**config.mk**
```make
export PLATFORM = sky130hd
export DESIGN_NAME = t05_sram_arbiter
export DESIGN_NICKNAME = d
export VERILOG_FILES = /design/src/rtl/t05_sram_arb_pkg.sv /design/src/rtl/t05_rr_pick.sv /design/src/rtl/t05_sram_arbiter.sv
export SDC_FILE = /design/constraint.sdc
export NUM_CORES = 1
export LEC_CHECK = 0
export ABC_AREA = 1
export BUFFER_PORTS_ARGS = -buffer_cell sky130_fd_sc_hd__buf_2
export CORE_AREA = 5 5 158 160
export DETAILED_ROUTE_END_ITERATION = 8
export DIE_AREA = 0 0 163 165
export GPL_ROUTABILITY_DRIVEN = 0
export GPL_TIMING_DRIVEN = 0
export PLACE_DENSITY = 0.65
export SKIP_LAST_GASP = 1
export SLEW_MARGIN = 20
export SYNTH_ARGS = -nofsm -noshare
export SYNTH_HDL_FRONTEND = slang
export SYNTH_SLANG_ARGS = --single-unit
export TNS_END_PERCENT = 10
```
**constraint.sdc**
```tcl
create_clock -name clk -period 2.8 [get_ports clk]
set_input_delay 0 -clock clk [delete_from_list [all_inputs] [get_ports clk]]
set_output_delay 0 -clock clk [all_outputs]
set_load 0.1 [all_outputs]
```
**src/rtl/t05_sram_arb_pkg.sv**
```systemverilog
`default_nettype none
// ============================================================================
// Module      : t05_sram_arb_pkg
// Description : Shared state encoding and SRAM command codes for the arbiter.
// Revision    : 1.0 - initial release
// ============================================================================
package t05_sram_arb_pkg;

    typedef enum logic [2:0] {
        IDLE   = 3'd0,
        ISSUE  = 3'd1,
        SETTLE = 3'd2,
        WAIT   = 3'd3,
        DONE   = 3'd4
    } state_t;

    localparam logic [1:0] MEM_READ  = 2'd0;
    localparam logic [1:0] MEM_WRITE = 2'd1;
    localparam logic [1:0] MEM_IDLE  = 2'd3;

endpackage
`default_nettype wire

```
**src/rtl/t05_rr_pick.sv**
```systemverilog
`default_nettype none
// ============================================================================
// Module      : t05_rr_pick
// Description : Combinational round-robin picker; search starts after 'last'.
// Revision    : 1.0 - initial release
// ============================================================================
module t05_rr_pick
    import t05_sram_arb_pkg::*;
#(
    parameter int NREQ = 4,
    parameter int IW   = 2
) (
    input  logic [NREQ-1:0] req,
    input  logic [IW-1:0]   last,
    output logic            valid,
    output logic [IW-1:0]   idx
);

    int cand;

    // Walk offsets from farthest to nearest so the nearest asserted bit wins.
    always_comb begin
        valid = 1'b0;
        idx   = last;
        cand  = 0;
        for (int i = NREQ; i >= 1; i--) begin
            cand = int'(last) + i;
            if (cand >= NREQ) begin
                cand = cand - NREQ;
            end
            if (req[cand]) begin
                valid = 1'b1;
                idx   = IW'(cand);
            end
        end
    end

endmodule
`default_nettype wire

```
**src/rtl/t05_sram_arbiter.sv**
```systemverilog
`default_nettype none
// ============================================================================
// Module      : t05_sram_arbiter
// Description : Round-robin arbiter sharing one SRAM port among NREQ stages.
//               Optional abort of stuck accesses: T05_SRAM_ARB_TIMEOUT_EN.
// Revision    : 1.0 - initial release
// ============================================================================
module t05_sram_arbiter
    import t05_sram_arb_pkg::*;
#(
    parameter int NREQ    = 4,
    parameter int AW      = 32,
    parameter int DW      = 32,
    parameter int TIMEOUT = 255
) (
    input  logic               clk,
    input  logic               nrst,
    input  logic               en,
    input  logic [NREQ-1:0]    req_i,
    input  logic [NREQ-1:0]    we_i,
    input  logic [NREQ*AW-1:0] addr_i,
    input  logic [NREQ*DW-1:0] wdata_i,
    output logic [NREQ-1:0]    gnt_o,
    output logic [NREQ-1:0]    ack_o,
    output logic [NREQ-1:0]    err_o,
    output logic [DW-1:0]      rdata_o,
    output logic [1:0]         mem_wr_r_en_o,
    output logic [AW-1:0]      mem_addr_o,
    output logic [DW-1:0]      mem_wdata_o,
    input  logic [DW-1:0]      mem_rdata_i,
    input  logic               mem_busy_i
);

    localparam int IW = $clog2(NREQ);

    if (NREQ < 2 || NREQ > 8 || TIMEOUT < 1 || TIMEOUT > 255) begin : g_param_check
        $fatal(1, "t05_sram_arbiter: NREQ must be 2..8 and TIMEOUT 1..255");
    end

    state_t          state;
    state_t          state_nxt;
    logic [IW-1:0]   idx_q;
    logic [IW-1:0]   last_grant;
    logic            we_q;
    logic [AW-1:0]   addr_q;
    logic [DW-1:0]   wdata_q;
    logic [DW-1:0]   rdata_q;
    logic            pick_valid;
    logic [IW-1:0]   pick_idx;
    logic            sel_we;
    logic [AW-1:0]   sel_addr;
    logic [DW-1:0]   sel_wdata;
    logic            grant_now;
    logic            active;
    logic            to_hit;
    logic [NREQ-1:0] idx_onehot;

    t05_rr_pick #(
        .NREQ (NREQ),
        .IW   (IW)
    ) u_pick (
        .req   (req_i),
        .last  (last_grant),
        .valid (pick_valid),
        .idx   (pick_idx)
    );

    always_comb begin
        sel_we    = 1'b0;
        sel_addr  = '0;
        sel_wdata = '0;
        for (int k = 0; k < NREQ; k++) begin
            if (pick_idx == IW'(k)) begin
                sel_we    = we_i[k];
                sel_addr  = addr_i[k*AW +: AW];
                sel_wdata = wdata_i[k*DW +: DW];
            end
        end
    end

    assign grant_now = (state == IDLE) && en && pick_valid;

    always_comb begin
        state_nxt = state;
        case (state)
            IDLE:    if (grant_now) state_nxt = ISSUE;
            ISSUE:   state_nxt = SETTLE;
            SETTLE:  state_nxt = WAIT;
            WAIT:    if (!mem_busy_i || to_hit) state_nxt = DONE;
            DONE:    state_nxt = IDLE;
            default: state_nxt = IDLE;
        endcase
    end

    always_ff @(posedge clk or negedge nrst) begin
        if (!nrst) begin
            state      <= IDLE;
            idx_q      <= '0;
            last_grant <= IW'(NREQ - 1);
            we_q       <= 1'b0;
            addr_q     <= '0;
            wdata_q    <= '0;
            rdata_q    <= '0;
        end else begin
            state <= state_nxt;
            if (grant_now) begin
                idx_q   <= pick_idx;
                we_q    <= sel_we;
                addr_q  <= sel_addr;
                wdata_q <= sel_wdata;
            end
            if (state == DONE) begin
                last_grant <= idx_q;
            end
            if (state == WAIT) begin
                if (to_hit) begin
                    rdata_q <= '0;
                end else if (!mem_busy_i && !we_q) begin
                    rdata_q <= mem_rdata_i;
                end
            end
        end
    end

`ifdef T05_SRAM_ARB_TIMEOUT_EN
    localparam logic [7:0] TO_LAST = 8'(TIMEOUT - 1);

    logic [7:0] to_cnt;
    logic       to_flag;

    assign to_hit = (state == WAIT) && mem_busy_i && (to_cnt == TO_LAST);

    always_ff @(posedge clk or negedge nrst) begin
        if (!nrst) begin
            to_cnt  <= '0;
            to_flag <= 1'b0;
        end else if (state == SETTLE) begin
            to_cnt  <= '0;
            to_flag <= 1'b0;
        end else if (state == WAIT && mem_busy_i) begin
            to_cnt <= to_cnt + 8'd1;
            if (to_hit) begin
                to_flag <= 1'b1;
            end
        end
    end

    assign err_o = (state == DONE && to_flag) ? idx_onehot : '0;
`else
    assign to_hit = 1'b0;
    assign err_o  = '0;
`endif

    // Port outputs decode straight from state so reset clears them instantly.
    assign active        = (state != IDLE);
    assign idx_onehot    = NREQ'(1) << idx_q;
    assign gnt_o         = active ? idx_onehot : '0;
    assign ack_o         = (state == DONE) ? idx_onehot : '0;
    assign rdata_o       = rdata_q;
    assign mem_wr_r_en_o = (state == ISSUE) ? (we_q ? MEM_WRITE : MEM_READ) : MEM_IDLE;
    assign mem_addr_o    = active ? addr_q : '0;
    assign mem_wdata_o   = active ? wdata_q : '0;

endmodule
`default_nettype wire

```
==> results.sh <==
export IMPL_path_common_cell="nand2_1"
export IMPL_crit_required_ns=3.04
export IMPL_cts_sinks=104
export IMPL_min_path_cells=5
export IMPL_cp_start_kind="register"
export IMPL_ys_flop_type="dfrtp_1"
export IMPL_vias=9855
export IMPL_setup_viol=0
export IMPL_port_buffers=405
export IMPL_synth_top_area_share=0.3517
export IMPL_hold_violations=0
export IMPL_synthXorXnorAreaFrac=0
export IMPL_dieArea_um2=26900
export IMPL_critPathMaxFanout=10
export IMPL_synth_cells=1118
export IMPL_clkTransAtPathRegs_ns=0.08
export IMPL_crit_chain="buf_4, inv_4, nand2_1, nand2_1, nand2_1, nand2_1, nand2_1, nand2_2, nand2_4, nand2_8, buf_4, buf_2, nand3_1, nand2_1, o21ai_1, nand2_1"
export IMPL_maxCapViolCount=0
export IMPL_synth_top_area_cell="dfrtp_1"
export IMPL_cts_root_buffer="clkbuf_16"
export IMPL_start_util=0.3120
export IMPL_wl_per_cell_um=17.33
export IMPL_fin_skew_ns=0.009930
export IMPL_relSlewSlack=0.4258
export IMPL_async_flop_share=1.000
export IMPL_cts_tree="done"
export IMPL_synth_compound_area_frac=0.06207
export IMPL_drtIter0Drc=685
export IMPL_worstMarginPinSlew_ns=0.8614
export IMPL_synth_edf_count=0
export IMPL_core_um2=23260
export IMPL_arrival_ns=2.85
export IMPL_drc=0
export IMPL_via_per_inst=4.793
export IMPL_min_to="wdata_q[24]"
export IMPL_syn_to_final_growth_pct=65.21
export IMPL_max_freq_ghz=0.3826
export IMPL_outcome="finished clean"
export IMPL_ys_ff_latch=104
export IMPL_synth_seq_area_share=0.3590
export IMPL_cts_made_buffers=9
export IMPL_drive_gt1_frac=0.2971
export IMPL_synthSimpleGateAreaFrac=0.3884
export IMPL_ant_nets=0
export IMPL_synth_top_family_by_area="simple AND/OR/NAND/NOR gates"
export IMPL_cp_slowest_cell="dfstp_2"
export IMPL_syn_area_um2=7257
export IMPL_clock_latency_ns=0.36
export IMPL_antenna_cells=0
export IMPL_synthTopCellsByArea="dfrtp_1, nand2_1, inv_1, nand3_1, nor2_1"
export IMPL_htree_levels=3
export IMPL_synth_cell_types=31
export IMPL_die_w_um=163
export IMPL_final_cell_mix="buf_2, nand2_1, dlygate4sd3_1, inv_1, nor2_1"
export IMPL_fin_nets=2032
export IMPL_layout_commonest_cell="buf_2"
export IMPL_r2r_setup_slack_ns=0.19
export IMPL_antenna_found_initial=1
export IMPL_syn_mean_instance_area_um2=6.491
export IMPL_grt_overflow=0
export IMPL_placementRows=56
export IMPL_first_pass_iters=7
export IMPL_endpoint_kind="register"
export IMPL_cp_slowest_stage_delay_ns=0.52
export IMPL_drv_slew=0
export IMPL_hpwlAfterDp_um=25660
export IMPL_r2r_cells=16
export IMPL_wl_um=35630
export IMPL_crit_type="register to register"
export IMPL_grt_pass1_vias=9883
export IMPL_grtUsageTotal=0.2544
export IMPL_cp_startpoint="last_grant[0]"
export IMPL_io_pins=410
export IMPL_synthAdderAreaFrac=0
export IMPL_hold_path_startpoint="wdata_i[56]"
export IMPL_yosys_warnings=0
export IMPL_grt_max_degree=63
export IMPL_die_y_um=165
export IMPL_fin_crit_ns=2.614
export IMPL_r2r_start="last_grant[0]"
export IMPL_finalSetupTns_ns=0
export IMPL_clockBufferDepth=2
export IMPL_synth_mux_area_frac=0.04966
export IMPL_grt_pass1_wl_um=53120
export IMPL_period_share=0.9336
export IMPL_r2r_end="we_q"
export IMPL_hold_path_class="input pin to register"
export IMPL_grt_setup_unrepaired="no"
==> state kept, by name, summed over array words and instances, names as in the netlist <==
register,cells
addr_q,32
rdata_o,32
wdata_q,32
state,3
idx_q,2
last_grant,2
we_q,1
==> worst max-delay path: cells and delay by family (launching register included) <==
family | cells | cell delay, ns
flip-flops | 1 | 0.52
AO/OA/AOI/OAI | 1 | 0.27
buffers and inverters | 4 | 0.62
AND/OR/NAND/NOR | 11 | 1.06
==> Yosys cell counts, types with 2 or more instances <==
master,n
a21oi_1,42
buf_1,7
buf_2,18
buf_4,10
buf_6,9
clkbuf_1,35
dfrtp_1,102
dfstp_2,2
inv_1,152
inv_2,3
inv_4,2
mux2_2,32
nand2_1,337
nand2_2,2
nand2_4,3
nand3_1,106
nand3b_1,13
nand4_1,42
nor2_1,138
nor3_1,5
o21ai_0,5
o21ai_1,43
or2_1,2
==> cell families after synthesis <==
group                  after synthesis
AOI/OAI and AO/OA                   90
buffers and inverters              236
DFF                                104
muxes                               32
other                                1
and+or+nand+nor                    655
==> through the flow <==
stage          utilization  setup WS, ns  instances  hold WS (ns)  cell area [µm²]
2_1_floorplan            -      -0.03362       1121       -0.2956             7274
3_3_place_gp        0.4170       -0.3700       1845        0.2064             9701
3_5_place_dp        0.4185       -0.3095       1846      -0.04311             9734
4_1_cts             0.5134       0.03164       2051     0.0001441            11940
5_1_grt             0.5154       0.01475       2056       0.01306            11990
6_report            0.5154        0.1860       2056      0.005749            11990
==> routing by layer <==
metal	wire (µm)	up-vias	global-route usage
met1	14090	4495	0.3021
met5	13	-	0
met3	3013	91	0.06139
met4	1166	2	0.09531
met2	17350	554	0.4462
li1	-	4713	-
==> timing repair <==
| item | 4_1_cts | 5_1_grt |
|---|---|---|
| pin swaps | 0 | 1 |
| endpoints found under the setup margin | 83 | 17 |
| gates resized for setup | 4 | 1 |
| endpoints found under the hold margin | 193 | 0 |
| setup buffers | 0 | 5 |
| hold buffers | 189 | 0 |
==> final cells by class <==
type | instances | area, µm²
buffer | 79 | 425.4
clock buffer | 9 | 225.2
clock inverter | 7 | 77.57
fill | 2203 | 11270
inverter | 157 | 594.3
multi-input combinational | 781 | 3672
sequential | 104 | 2605
tap | 319 | 399.1
timing repair buffer | 600 | 3990
==> worst max path at each step <==
| stage | to | slack (ns) | cells past startpoint |
|---|---|---|---|
| after floorplan | gnt_o[0] | -0.03 | 5 |
| after global placement | addr_q[12] | -0.37 | 8 |
| after detailed placement | addr_q[10] | -0.31 | 8 |
| after CTS | we_q | 0.03 | 15 |
| after global routing | wdata_q[9] | 0.01 | 15 |
| final | we_q | 0.19 | 16 |
Power is not shown: default switching activity piles up to over one toggle a cycle in this logic, so the estimate is an artifact.
